--- config.mk ---
export PLATFORM = sky130hd
export DESIGN_NAME = usb_tx_scheduler_flat
export DESIGN_NICKNAME = d
export VERILOG_FILES = /design/src/rtl/usb_tx_scheduler_if.sv /design/src/rtl/usb_tx_scheduler.sv /design/src/flat_wrapper.sv
export SDC_FILE = /design/constraint.sdc
export NUM_CORES = 1
export LEC_CHECK = 0
export BUFFER_PORTS_ARGS = -buffer_cell sky130_fd_sc_hd__buf_2
export CAP_MARGIN = 20
export CORE_MARGIN = 8
export CORE_UTILIZATION = 40
export DETAILED_ROUTE_END_ITERATION = 8
export GPL_TIMING_DRIVEN = 0
export PLACE_DENSITY = 0.76
export SLEW_MARGIN = 30
export SYNTH_ARGS = -nofsm -noshare
export SYNTH_HDL_FRONTEND = slang
export SYNTH_SLANG_ARGS = --single-unit
--- constraint.sdc ---
create_clock -name clock -period 1.4 [get_ports clock]
set_input_delay 0.14 -clock clock [delete_from_list [all_inputs] [get_ports clock]]
set_output_delay 0.14 -clock clock [all_outputs]
set_load 0.02 [all_outputs]
--- src/rtl/usb_tx_scheduler_if.sv ---
// Word handshakes between the audio and message requesters, the transmit scheduler
// and the FT245 bridge transmit port.
interface usb_tx_scheduler_if;
  logic [31:0] aud_data;
  logic        aud_valid;
  logic        aud_ready;
  logic [31:0] msg_data;
  logic        msg_valid;
  logic        msg_last;
  logic        msg_ready;
  logic [31:0] tx;
  logic        tx_en;
  logic        tx_ce;
  logic        in_packet;

  modport slave (
    input  aud_data, aud_valid, msg_data, msg_valid, msg_last, tx_ce,
    output aud_ready, msg_ready, tx, tx_en, in_packet
  );

  modport master (
    output aud_data, aud_valid, msg_data, msg_valid, msg_last, tx_ce,
    input  aud_ready, msg_ready, tx, tx_en, in_packet
  );
endinterface

--- src/rtl/usb_tx_scheduler.sv ---
// Shares the FT245 32-bit transmit word between the audio stream (priority) and
// atomic message packets, with a bounded starvation counter for message progress.
module usb_tx_scheduler #(
  parameter int unsigned STARVE_MAX = 8,
  parameter int unsigned CNT_W      = 8
) (
  input  logic              clock,
  input  logic              reset_n,
  usb_tx_scheduler_if.slave bus
);

  typedef enum logic [0:0] {
    ST_IDLE = 1'b0,
    ST_MSG  = 1'b1
  } state_e;

  localparam logic [CNT_W-1:0] STARVE_LIM = CNT_W'(STARVE_MAX);

  state_e           state_q, state_d;
  logic [CNT_W-1:0] starve_q, starve_d;
  logic [31:0]      tx_q, tx_d;
  logic             full_q, full_d;
  logic             slot_free_s;
  logic             msg_turn_s;
  logic             aud_rdy_s;
  logic             msg_rdy_s;

  assign slot_free_s = !full_q || bus.tx_ce;
  assign msg_turn_s  = !bus.aud_valid || (starve_q >= STARVE_LIM);

  // Arbitration in IDLE, atomic packet sequencing in MSG, starvation accounting.
  always_comb begin
    state_d   = state_q;
    starve_d  = starve_q;
    aud_rdy_s = 1'b0;
    msg_rdy_s = 1'b0;
    case (state_q)
      ST_IDLE: begin
        if (slot_free_s && bus.msg_valid && msg_turn_s) begin
          msg_rdy_s = 1'b1;
          starve_d  = '0;
          if (bus.msg_last) begin
            state_d = ST_IDLE;
          end else begin
            state_d = ST_MSG;
          end
        end else if (slot_free_s && bus.aud_valid) begin
          aud_rdy_s = 1'b1;
          if (!bus.msg_valid) begin
            starve_d = '0;
          end else if (starve_q >= STARVE_LIM) begin
            starve_d = STARVE_LIM;
          end else begin
            starve_d = starve_q + 1'b1;
          end
        end else begin
          state_d = ST_IDLE;
        end
      end
      ST_MSG: begin
        // Audio stays blocked even while the message source stalls mid-packet.
        msg_rdy_s = slot_free_s;
        if (slot_free_s && bus.msg_valid && bus.msg_last) begin
          state_d = ST_IDLE;
        end else begin
          state_d = ST_MSG;
        end
      end
      default: begin
        state_d = ST_IDLE;
      end
    endcase
  end

  // Output holding register: load on an accepted word, empty on a bare transfer.
  always_comb begin
    tx_d   = tx_q;
    full_d = full_q;
    if (aud_rdy_s && bus.aud_valid) begin
      tx_d   = bus.aud_data;
      full_d = 1'b1;
    end else if (msg_rdy_s && bus.msg_valid) begin
      tx_d   = bus.msg_data;
      full_d = 1'b1;
    end else if (full_q && bus.tx_ce) begin
      full_d = 1'b0;
    end else begin
      full_d = full_q;
    end
  end

  // State, counter and output register update.
  always_ff @(posedge clock or negedge reset_n) begin
    if (!reset_n) begin
      state_q  <= ST_IDLE;
      starve_q <= '0;
      tx_q     <= 32'h0000_0000;
      full_q   <= 1'b0;
    end else begin
      state_q  <= state_d;
      starve_q <= starve_d;
      tx_q     <= tx_d;
      full_q   <= full_d;
    end
  end

  // Readies are forced low while reset is asserted.
  assign bus.aud_ready = aud_rdy_s & reset_n;
  assign bus.msg_ready = msg_rdy_s & reset_n;
  assign bus.tx        = tx_q;
  assign bus.tx_en     = full_q;
  assign bus.in_packet = (state_q == ST_MSG);

endmodule

--- src/flat_wrapper.sv ---
// flat-port wrapper written by rule: the top's interface ports become plain ports
module usb_tx_scheduler_flat 
#(
  parameter int unsigned STARVE_MAX = 8,
  parameter int unsigned CNT_W      = 8
)
  (clock, reset_n, bus_aud_data, bus_aud_valid, bus_msg_data, bus_msg_valid, bus_msg_last, bus_tx_ce, bus_aud_ready, bus_msg_ready, bus_tx, bus_tx_en, bus_in_packet);
  usb_tx_scheduler_if bus_i ();
  input  logic clock;
  input  logic reset_n;
  input wire logic [$bits(bus_i.aud_data)-1:0] bus_aud_data;
  input wire logic [$bits(bus_i.aud_valid)-1:0] bus_aud_valid;
  input wire logic [$bits(bus_i.msg_data)-1:0] bus_msg_data;
  input wire logic [$bits(bus_i.msg_valid)-1:0] bus_msg_valid;
  input wire logic [$bits(bus_i.msg_last)-1:0] bus_msg_last;
  input wire logic [$bits(bus_i.tx_ce)-1:0] bus_tx_ce;
  output wire logic [$bits(bus_i.aud_ready)-1:0] bus_aud_ready;
  output wire logic [$bits(bus_i.msg_ready)-1:0] bus_msg_ready;
  output wire logic [$bits(bus_i.tx)-1:0] bus_tx;
  output wire logic [$bits(bus_i.tx_en)-1:0] bus_tx_en;
  output wire logic [$bits(bus_i.in_packet)-1:0] bus_in_packet;
  assign bus_i.aud_data = bus_aud_data;
  assign bus_i.aud_valid = bus_aud_valid;
  assign bus_i.msg_data = bus_msg_data;
  assign bus_i.msg_valid = bus_msg_valid;
  assign bus_i.msg_last = bus_msg_last;
  assign bus_i.tx_ce = bus_tx_ce;
  assign bus_aud_ready = bus_i.aud_ready;
  assign bus_msg_ready = bus_i.msg_ready;
  assign bus_tx = bus_i.tx;
  assign bus_tx_en = bus_i.tx_en;
  assign bus_in_packet = bus_i.in_packet;
  usb_tx_scheduler #(.STARVE_MAX(STARVE_MAX), .CNT_W(CNT_W)) u_core (.clock(clock), .reset_n(reset_n), .bus(bus_i));
endmodule
==> results of run 1 <==
cell usage after synthesis, types with 2 or more instances:
cell / instances
mux2i_1: 2
ha_1: 2
o22ai_1: 2
a31oi_1: 33
buf_4: 4
inv_1: 4
nor2_1: 34
clkbuf_1: 3
nand2_1: 65
dfrtp_1: 42
nand3_1: 3
nor2b_1: 6
buf_2: 7
o21ai_1: 3
nand2b_1: 2
flip-flops by register name, summed over array words and instances (netlist names):
register and cells:
u_core.bus.tx_en 1, u_core.starve_q 8, u_core.bus.in_packet 1, u_core.bus.tx 32
placed cells by master, fill, tap and decap left out, types with 3 or more instances in the layout:
cell      netlist  layout
dfrtp_1        42      41
buf_4           4       7
nor2b_1         6       5
buf_8           0       3
buf_6           0      12
inv_1           4       4
a31oi_1        33      30
nand2_4         0       3
nand2_2         0      13
nand2_1        65      49
nor2_1         34      34
clkbuf_8        0       7
buf_2           7     103
metrics by stage:
step / worst slack [ns] / area (um^2)
floorplan: -0.05543 / 1959
global placement: -0.2704 / 2564
detailed placement: -0.3019 / 2564
CTS: -0.3141 / 3003
global route: -0.3264 / 3074
finish: -0.2537 / 3074
repair_timing:
action	4_1_cts	5_1_grt
pin swaps	27	11
cloned	4	1
setup endpoints to repair	42	42
hold endpoints to repair	0	42
setup buffers	10	2
gates resized for setup	58	25
worst max-delay path by stage:
stage | startpoint | end | cells past startpoint
after floorplan | u_core.bus.in_packet$_DFF_PN0_ | u_core.bus.tx[0]$_DFFE_PN0P_ | 4
after global placement | u_core.bus.in_packet$_DFF_PN0_ | u_core.bus.tx[17]$_DFFE_PN0P_ | 4
after detailed placement | u_core.bus.in_packet$_DFF_PN0_ | u_core.bus.tx[18]$_DFFE_PN0P_ | 4
after CTS | u_core.starve_q[4]$_DFFE_PN0P_ | bus_aud_ready | 6
after global routing | u_core.starve_q[6]$_DFFE_PN0P_ | bus_aud_ready | 5
final | u_core.starve_q[6]$_DFFE_PN0P_ | bus_aud_ready | 5
routing by layer:
metal	routed length (um)	part of all wire, %	vias to the layer above
li1	-	-	1008
met1	2472	40	929
met2	3136	51	82
met3	501	8.1	7
met4	38	0.62	0
met5	0	0	-
cell families after synthesis:
kind of cell               count (synthesis)  synth area share (%)
adders and majority gates                  2                 1.278
buffers and inverters                     19                 4.856
xor gates and xnor gates                   1                0.4474
AOI/OAI and AO/OA                         44                 14.57
DFF                                       42                 53.67
and+or+nand+nor                          114                 24.15
muxes                                      2                 1.022
worst max-delay path, cell delays in order, from the launching register on:
cell and delay (ns):
dfrtp_1 0.41, nor3_4 0.22, o2111a_2 0.24, buf_6 0.11
and2_4 0.13, buf_6 0.11
power by group through the flow:
stage	combinational [mW]	sequential [mW]	clock, mW
after global routing	1.61	1.61	0.886
final	1.47	1.59	0.800
after CTS	1.44	1.58	0.815
after global placement	1.21	1.58	0
after floorplan	0.456	1.88	0
after detailed placement	1.23	1.60	0
final cells by class:
cell class	count	area share, %
multi-input combinational	163	31.83
clock buffer	7	2.808
clock inverter	1	0.1628
timing repair buffer	119	23.44
tap	67	2.727
sequential	42	34.23
inverter	5	0.6105
buffer	13	4.192
==> flow_metrics.env, run 1 <==
export IMPL_status="complete, but fails checks"
export IMPL_violations="negative hold slack, negative setup slack"
export IMPL_hold_viol_final=42
export IMPL_antenna_left=0
export IMPL_gp_congestion=0.7888
export IMPL_clk_latency_ns=0.28
export IMPL_critPathKind="reg2out"
export IMPL_die_area_um2=7390
export IMPL_synth_top_area_cell="dfrtp_1"
export IMPL_track_usage_pct=17.11
export IMPL_worst_ep_arrival_time_ns=1.51
export IMPL_pwr_share_comb_pct=38.1
export IMPL_antenna_cells=0
export IMPL_grt_pass1_vias=2123
export IMPL_postCtsHoldBufs=0
export IMPL_fin_nets=421
export IMPL_ys_types=27
export IMPL_use_met1_pct=20.43
export IMPL_cts_root_buf="clkbuf_8"
export IMPL_r2r_start="u_core.starve_q[6]$_DFFE_PN0P_"
export IMPL_ys_ff_latch=42
export IMPL_use_met2_pct=29.39
export IMPL_fp_dieW_um=85.97
export IMPL_dr_pass1_iters=4
export IMPL_synth_ff_type="dfrtp_1"
export IMPL_n_fill_cell=383
export IMPL_cts_buffer_depth=2
export IMPL_post_drt_via_cell_ratio=4.859
export IMPL_yosys_top_cells_area="dfrtp_1, nand2_1, a31oi_1"
export IMPL_power_switching_mw=1.398
export IMPL_post_route_min_period_ns=1.654
export IMPL_port_buffers=104
export IMPL_syn_area_um2=1958
export IMPL_crit_path_end_kind="output port"
export IMPL_async_flop_share_pct=100.0
export IMPL_netlist_instances=224
export IMPL_numClockSinks=42
export IMPL_routed_wirelength_um=6150
export IMPL_r2r_cells=8
export IMPL_rsz0062_at_grt="true"
export IMPL_seqCellArea_um2=1052
export IMPL_startpoint_type="flop"
export IMPL_tns_ns=-5.681
export IMPL_syn_nets=296
export IMPL_initial_core_util_pct=41.46
export IMPL_grt_met3_usage_pct=5.349
export IMPL_seqPwrFrac_pct=41.1
export IMPL_layout_setup_ws_ns=-0.2537
export IMPL_worst_pin_slew_ns=0.5433
export IMPL_max_vdd_ir_drop_uv=559.8
export IMPL_syn_to_final_growth_pct=57.00
export IMPL_synth_top_area_share_pct=53.67
export IMPL_clkTransAtPathRegs_ns=0.08
export IMPL_multi_input_area_um2=978.4
export IMPL_slew_headroom_pct=63.78
export IMPL_finClkSkew_ns=0.003397
export IMPL_critPathRequiredTime_ns=1.26
export IMPL_num_rows=25
export IMPL_dp_hpwl_um=4271
export IMPL_fin_hold_ws_ns=-0.1776
export IMPL_ios=106
export IMPL_num_vias=2026
export IMPL_top_usage_layer="met2"
export IMPL_rr_endpoint="u_core.bus.tx[6]$_DFFE_PN0P_"
export IMPL_drive_gt1_share_pct=50.00
export IMPL_routedWlPerCell_um=14.75
export IMPL_power_density_nw_per_um2=1254
export IMPL_post_place_cells=395
export IMPL_slew_violations=0
export IMPL_coreArea_um2=4723
export IMPL_p_int_mw=2.458
export IMPL_p_sw_share_pct=36.27
export IMPL_cp_max_fo=2
export IMPL_synth_edf_count=0
export IMPL_antenna_found_initial=0
export IMPL_route_detailed_drc=0
export IMPL_layout_cells_non_filler=417
export IMPL_cts_tree="done"
export IMPL_total_power_mw=3.856
export IMPL_post_route_util_pct=65.09
export IMPL_overflow=0
export IMPL_finalCritPeriodShare_pct=118.1
export IMPL_power_clock_fraction_pct=20.7
export IMPL_setup_viol=38
export IMPL_cts_buffers=5
export IMPL_avgSynthCellArea_um2=8.742
export IMPL_max_freq_ghz=0.6047
export IMPL_leakage_nw=1.495
export IMPL_first_iter_violations=51
export IMPL_h_tree_depth=2
export IMPL_ys_warn_count=0
export IMPL_maxCapViolations=0
export IMPL_grt_max_degree=45
export IMPL_die_height_um=85.97
export IMPL_grt_pass1_wl_um=10250
export IMPL_ys_seq_area_share_pct=53.67
export IMPL_holdCritPathClass="in2async"
export IMPL_r2r_slack_ns=-0.19
Note: power is estimated with default switching activity, not from simulation.
==> run 2, diff against run 1 <==
--- a/config.mk
+++ b/config.mk
@@ -5,13 +5,14 @@
 export SDC_FILE = /design/constraint.sdc
 export NUM_CORES = 1
 export LEC_CHECK = 0
-export BUFFER_PORTS_ARGS = -buffer_cell sky130_fd_sc_hd__buf_2
 export CAP_MARGIN = 20
 export CORE_MARGIN = 8
-export CORE_UTILIZATION = 40
+export CORE_UTILIZATION = 56
 export DETAILED_ROUTE_END_ITERATION = 8
+export DONT_BUFFER_PORTS = 1
 export GPL_TIMING_DRIVEN = 0
-export PLACE_DENSITY = 0.76
+export PLACE_DENSITY = 0.74
+export SETUP_SLACK_MARGIN = 0.1
 export SLEW_MARGIN = 30
 export SYNTH_ARGS = -nofsm -noshare
 export SYNTH_HDL_FRONTEND = slang
==> flow_metrics.env, run 2 (synthesis gave the netlist of run 1 again) <==
export IMPL_post_place_cells=270
export IMPL_max_freq_ghz=0.5388
export IMPL_route_detailed_drc=0
export IMPL_crit_path_end_kind="output port"
export IMPL_h_tree_depth=2
export IMPL_rsz0062_at_grt="true"
export IMPL_dr_pass1_iters=5
export IMPL_cts_buffers=5
export IMPL_layout_cells_non_filler=359
export IMPL_routed_wirelength_um=9226
export IMPL_num_rows=21
export IMPL_r2r_slack_ns=-0.36
export IMPL_hold_viol_final=0
export IMPL_grt_pass1_vias=2300
export IMPL_largest_register_ffs=32
export IMPL_use_met1_pct=26.61
export IMPL_critPathKind="reg2out"
export IMPL_cp_endpoint="bus_msg_ready"
export IMPL_grt_met3_usage_pct=8.788
export IMPL_coreArea_um2=3337
export IMPL_gp_congestion=0.8172
export IMPL_startpoint_type="flop"
export IMPL_fp_dieW_um=75.13
export IMPL_overflow=0
export IMPL_cts_tree="done"
export IMPL_ios=106
export IMPL_port_buffers=0
export IMPL_critPathRequiredTime_ns=1.26
export IMPL_post_route_util_pct=94.64
export IMPL_tns_ns=-10.44
export IMPL_r2r_start="u_core.bus.in_packet$_DFF_PN0_"
export IMPL_startpoint="u_core.starve_q[6]$_DFFE_PN0P_"
export IMPL_clkTransAtPathRegs_ns=0.10
export IMPL_top_usage_layer="met2"
export IMPL_track_usage_pct=26.87
export IMPL_min_path_cells=2
export IMPL_slew_headroom_pct=65.29
export IMPL_first_iter_violations=246
export IMPL_cts_buffer_depth=2
export IMPL_antenna_found_initial=0
export IMPL_cp_max_fo=4
export IMPL_fin_nets=384
export IMPL_post_drt_via_cell_ratio=6.418
export IMPL_n_fill_cell=97
export IMPL_r2r_cells=8
export IMPL_finClkSkew_ns=0.03528
export IMPL_die_area_um2=5645
export IMPL_numClockSinks=42
export IMPL_holdCritPathClass="in2reg"
export IMPL_cts_root_buf="clkbuf_4"
export IMPL_layout_setup_ws_ns=-0.4559
export IMPL_place_ws_ns=-0.1372
export IMPL_syn_to_final_growth_pct=61.28
export IMPL_final_cell_mix="dlygate4sd3_1, nand2_1, dfrtp_1"
export IMPL_finalCritPeriodShare_pct=132.6
export IMPL_drive_gt1_share_pct=24.92
export IMPL_antenna_left=0
export IMPL_max_vdd_ir_drop_uv=1116
export IMPL_power_density_nw_per_um2=1223
export IMPL_setup_viol=40
export IMPL_worst_pin_slew_ns=0.5178
export IMPL_worst_ep_arrival_time_ns=1.72
export IMPL_initial_core_util_pct=58.68
export IMPL_die_height_um=75.13
export IMPL_layout_commonest_cell="dlygate4sd3_1"
export IMPL_grt_max_degree=43
export IMPL_grt_pass1_wl_um=11250
export IMPL_use_met2_pct=46.74
export IMPL_violations="negative setup slack"
export IMPL_maxCapViolations=0
export IMPL_dp_hpwl_um=3929
export IMPL_antenna_cells=0
export IMPL_leakage_nw=1.339
export IMPL_routedWlPerCell_um=25.70
export IMPL_fin_area_um2=3158
export IMPL_post_route_min_period_ns=1.856
export IMPL_num_vias=2304
export IMPL_slew_violations=0
export IMPL_clk_latency_ns=0.39
export IMPL_dpl_instance_area_um2=2056
export IMPL_status="complete, but fails checks"
export IMPL_rr_endpoint="u_core.bus.tx[27]$_DFFE_PN0P_"
[run 2: changes by cell type in the layout (fill, tap and decap cells not counted), sizes merged]
| cell | previous run | this run |
|---|---|---|
| buf | 128 | 27 |
| bufinv | 0 | 1 |
| clkbuf | 11 | 9 |
| clkinv | 1 | 0 |
| dlygate4sd3 | 0 | 66 |
[run 2: final cells by class]
cell class,instances,area (um^2),area share [%]
multi-input cells,163,1005,31.81
well taps,46,57.56,1.823
repair buffers,81,800.8,25.36
clock buffers,7,45.04,1.426
inverters,5,18.77,0.5943
flip-flops and latches,42,1054,33.36
clock inverters,1,30.03,0.9509
plain buffers,14,147.6,4.675
[run 2: how the worst min path moves through the flow]
stage / startpoint / endpoint / slack [ns]
2_1_floorplan: reset_n / u_core.bus.in_packet$_DFF_PN0_ / -0.16
3_3_place_gp: reset_n / u_core.bus.tx[17]$_DFFE_PN0P_ / -0.15
3_5_place_dp: reset_n / u_core.bus.tx[17]$_DFFE_PN0P_ / -0.15
4_1_cts: bus_aud_valid / u_core.bus.tx_en$_DFFE_PN0P_ / 0.004
5_1_grt: bus_aud_valid / u_core.bus.tx_en$_DFFE_PN0P_ / 0.01
6_report: bus_aud_valid / u_core.bus.tx_en$_DFFE_PN0P_ / 0.02
[run 2: per-stage QoR]
| stage | hold slack, ns | total power, mW |
|---|---|---|
| CTS | 0.004329 | 3.557 |
| global placement | -0.1544 | 2.491 |
| global route | 0.01139 | 3.983 |
| floorplan | -0.1556 | 2.363 |
| finish | 0.02000 | 3.863 |
| detailed placement | -0.1543 | 2.537 |
[run 2: layer usage]
| metal | part of all wire (%) | up-vias |
|---|---|---|
| met5 | 0 | - |
| met4 | 5.8 | 0 |
| met1 | 33 | 1088 |
| li1 | - | 932 |
| met2 | 50 | 225 |
| met3 | 11 | 59 |
[run 2: worst max-delay path: stages, from the launching register on]
cell and delay, ns:
dfrtp_1 0.43, nor3_4 0.23, buf_4 0.18, nand3_1 0.17, a21oi_2 0.24, nor2_2 0.11
[run 2: what timing repair did]
item                       in CTS  in global routing
buffers inserted                7                  2
setup endpoints to repair      42                 43
hold buffers                   67                  0
gates resized for setup        26                 42
gates cloned                    4                  1
hold endpoints to repair       75                  0
pin swaps                       3                 21
[run 2: report_power, final]
group          switching, mW  total [mW]  internal [mW]
Combinational          0.598        1.10          0.502
Sequential             0.522        1.97           1.45
Clock                  0.414       0.794          0.379
==> run 3, diff against run 2 <==
--- a/config.mk
+++ b/config.mk
@@ -5,13 +5,15 @@
 export SDC_FILE = /design/constraint.sdc
 export NUM_CORES = 1
 export LEC_CHECK = 0
+export ABC_AREA = 0
 export CAP_MARGIN = 20
 export CORE_MARGIN = 8
-export CORE_UTILIZATION = 56
+export CORE_UTILIZATION = 62
 export DETAILED_ROUTE_END_ITERATION = 8
 export DONT_BUFFER_PORTS = 1
 export GPL_TIMING_DRIVEN = 0
-export PLACE_DENSITY = 0.74
+export PLACE_DENSITY = 0.78
+export REMOVE_ABC_BUFFERS = 1
 export SETUP_SLACK_MARGIN = 0.1
 export SLEW_MARGIN = 30
 export SYNTH_ARGS = -nofsm -noshare
==> constraint.sdc (replaced) <==
create_clock -name clock -period 1.8 [get_ports clock]
set_input_delay 0.18 -clock clock [delete_from_list [all_inputs] [get_ports clock]]
set_output_delay 0.18 -clock clock [all_outputs]
set_load 0.02 [all_outputs]
==> flow_metrics.env, run 3 (synthesis gave the netlist of run 1 again) <==
export IMPL_seqCellArea_um2=1052
export IMPL_setup_viol=0
export IMPL_post_drt_via_cell_ratio=6.738
export IMPL_layout_setup_ws_ns=0.05494
export IMPL_cts_buffer_depth=2
export IMPL_cts_root_buf="clkbuf_4"
export IMPL_layout_cells_non_filler=343
export IMPL_track_usage_pct=27.37
export IMPL_cts_buffers=5
export IMPL_cp_max_fo=17
export IMPL_coreArea_um2=3028
export IMPL_max_vdd_ir_drop_uv=865.0
export IMPL_clkTransAtPathRegs_ns=0.14
export IMPL_post_place_cells=256
export IMPL_num_rows=20
export IMPL_antenna_cells=0
export IMPL_gp_congestion=0.7884
export IMPL_first_iter_violations=275
export IMPL_power_density_nw_per_um2=960.1
export IMPL_startpoint_type="flop"
export IMPL_num_vias=2311
export IMPL_post_route_util_pct=95.45
export IMPL_dr_pass1_iters=5
export IMPL_drive_gt1_share_pct=12.71
export IMPL_cpPeakStageDelay_ns=0.44
export IMPL_routed_wirelength_um=8950
export IMPL_slew_violations=0
export IMPL_worst_ep_arrival_time_ns=2.02
export IMPL_highest_layer="met4"
export IMPL_place_ws_ns=-0.1922
export IMPL_maxCapViolations=0
export IMPL_worst_pin_slew_ns=0.5581
export IMPL_holdCritPathClass="in2reg"
export IMPL_post_route_min_period_ns=1.745
export IMPL_initial_core_util_pct=64.67
export IMPL_tns_ns=0
export IMPL_grt_pass1_vias=2065
export IMPL_route_detailed_drc=0
export IMPL_antenna_found_initial=0
export IMPL_critPathKind="reg2reg"
export IMPL_die_height_um=72.20
export IMPL_largest_register_ffs=32
export IMPL_critPathRequiredTime_ns=2.07
export IMPL_fin_nets=370
export IMPL_path_cells="nor3_4, o2111a_2, buf_4, nand2_1, a31oi_1"
export IMPL_dr_wl_met2_um=4035
export IMPL_crit_path_end_kind="flop"
export IMPL_leakage_nw=1.237
export IMPL_overflow=0
export IMPL_slew_headroom_pct=62.59
export IMPL_finalCritPeriodShare_pct=96.95
export IMPL_wl_met3_um=1439
export IMPL_fin_hold_ws_ns=-0.01792
export IMPL_max_freq_ghz=0.5730
export IMPL_rsz0062_at_grt="true"
export IMPL_wl_met1_um=2919
export IMPL_routedWlPerCell_um=26.09
export IMPL_status="complete, but fails checks"
export IMPL_n_fill_cell=76
export IMPL_grt_pass1_wl_um=11000
export IMPL_multi_input_area_um2=912.1
export IMPL_crit_path_top_delay_cell="dfrtp_1"
export IMPL_hold_viol_final=1
export IMPL_violations="negative hold slack"
export IMPL_die_area_um2=5213
export IMPL_grt_max_degree=43
export IMPL_final_cell_mix="nand2_1, dlygate4sd3_1, dfrtp_1"
export IMPL_numClockSinks=42
export IMPL_dp_hpwl_um=3542
export IMPL_ios=106
export IMPL_port_buffers=0
export IMPL_h_tree_depth=2
export IMPL_antenna_left=0
export IMPL_total_power_mw=2.775
export IMPL_syn_to_final_growth_pct=47.60
export IMPL_cts_tree="done"
export IMPL_clk_latency_ns=0.37
export IMPL_finClkSkew_ns=0.01507
export IMPL_fp_dieW_um=72.20
run 3: cell type report:
class                   instances  area share (%)
clock buffers                   7           1.905
clock inverters                 1          0.1732
inverters                       5          0.6494
multi-input cells             165           31.56
flip-flops and latches         42           36.41
well taps                      44           1.905
repair buffers                 79           27.40
run 3: per-layer routing:
layer  track usage [%]  up-vias
li1                  -      909
met1             30.88     1064
met2             44.23      273
met3             13.22       65
met4             8.844        0
met5                 0        -
run 3: metrics by stage:
stage                     area (um^2)  hold WS (ns)
after global routing             2890      0.006295
final                            2890      -0.01792
after CTS                        2791       0.01195
after detailed placement         1989       -0.1144
after floorplan                  1882       -0.1156
after global placement           1937       -0.1145
run 3: what timing repair did:
item | in CTS | in global routing
resized for setup | 7 | 9
endpoints found under the setup margin | 38 | 33
cloned | 2 | 0
hold buffers | 66 | 0
pin swaps | 3 | 4
buffers inserted | 4 | 7
hold endpoints to repair | 76 | 0
run 3: where the power goes:
group          total (mW)  internal (mW)  switching (mW)  leakage, nW
sequential           1.54           1.13           0.411        0.488
clock               0.518          0.190           0.328       0.0353
combinational       0.720          0.307           0.413        0.714
run 3: worst paths after layout:
kind	slack [ns]	cells past startpoint	startpoint	endpoint
max in group asynchronous	1.29	2	reset_n	u_core.bus.tx[31]$_DFFE_PN0P_
max reg2reg	0.05	5	u_core.starve_q[7]$_DFFE_PN0P_	u_core.bus.tx[5]$_DFFE_PN0P_
min	-0.02	2	bus_aud_data[14]	u_core.bus.tx[14]$_DFFE_PN0P_
min reg2reg	0.59	1	u_core.starve_q[6]$_DFFE_PN0P_	u_core.starve_q[6]$_DFFE_PN0P_
min in group asynchronous	0.30	2	reset_n	u_core.starve_q[7]$_DFFE_PN0P_
max	0.05	5	u_core.starve_q[7]$_DFFE_PN0P_	u_core.bus.tx[5]$_DFFE_PN0P_
run 3: critical path, delay by kind of cell, from the launching register on:
family                 cells  cell delay, ns
AOI/OAI and AO/OA          2            0.51
buffers and inverters      1            0.26
and+or+nand+nor            2            0.42
DFF                        1            0.44
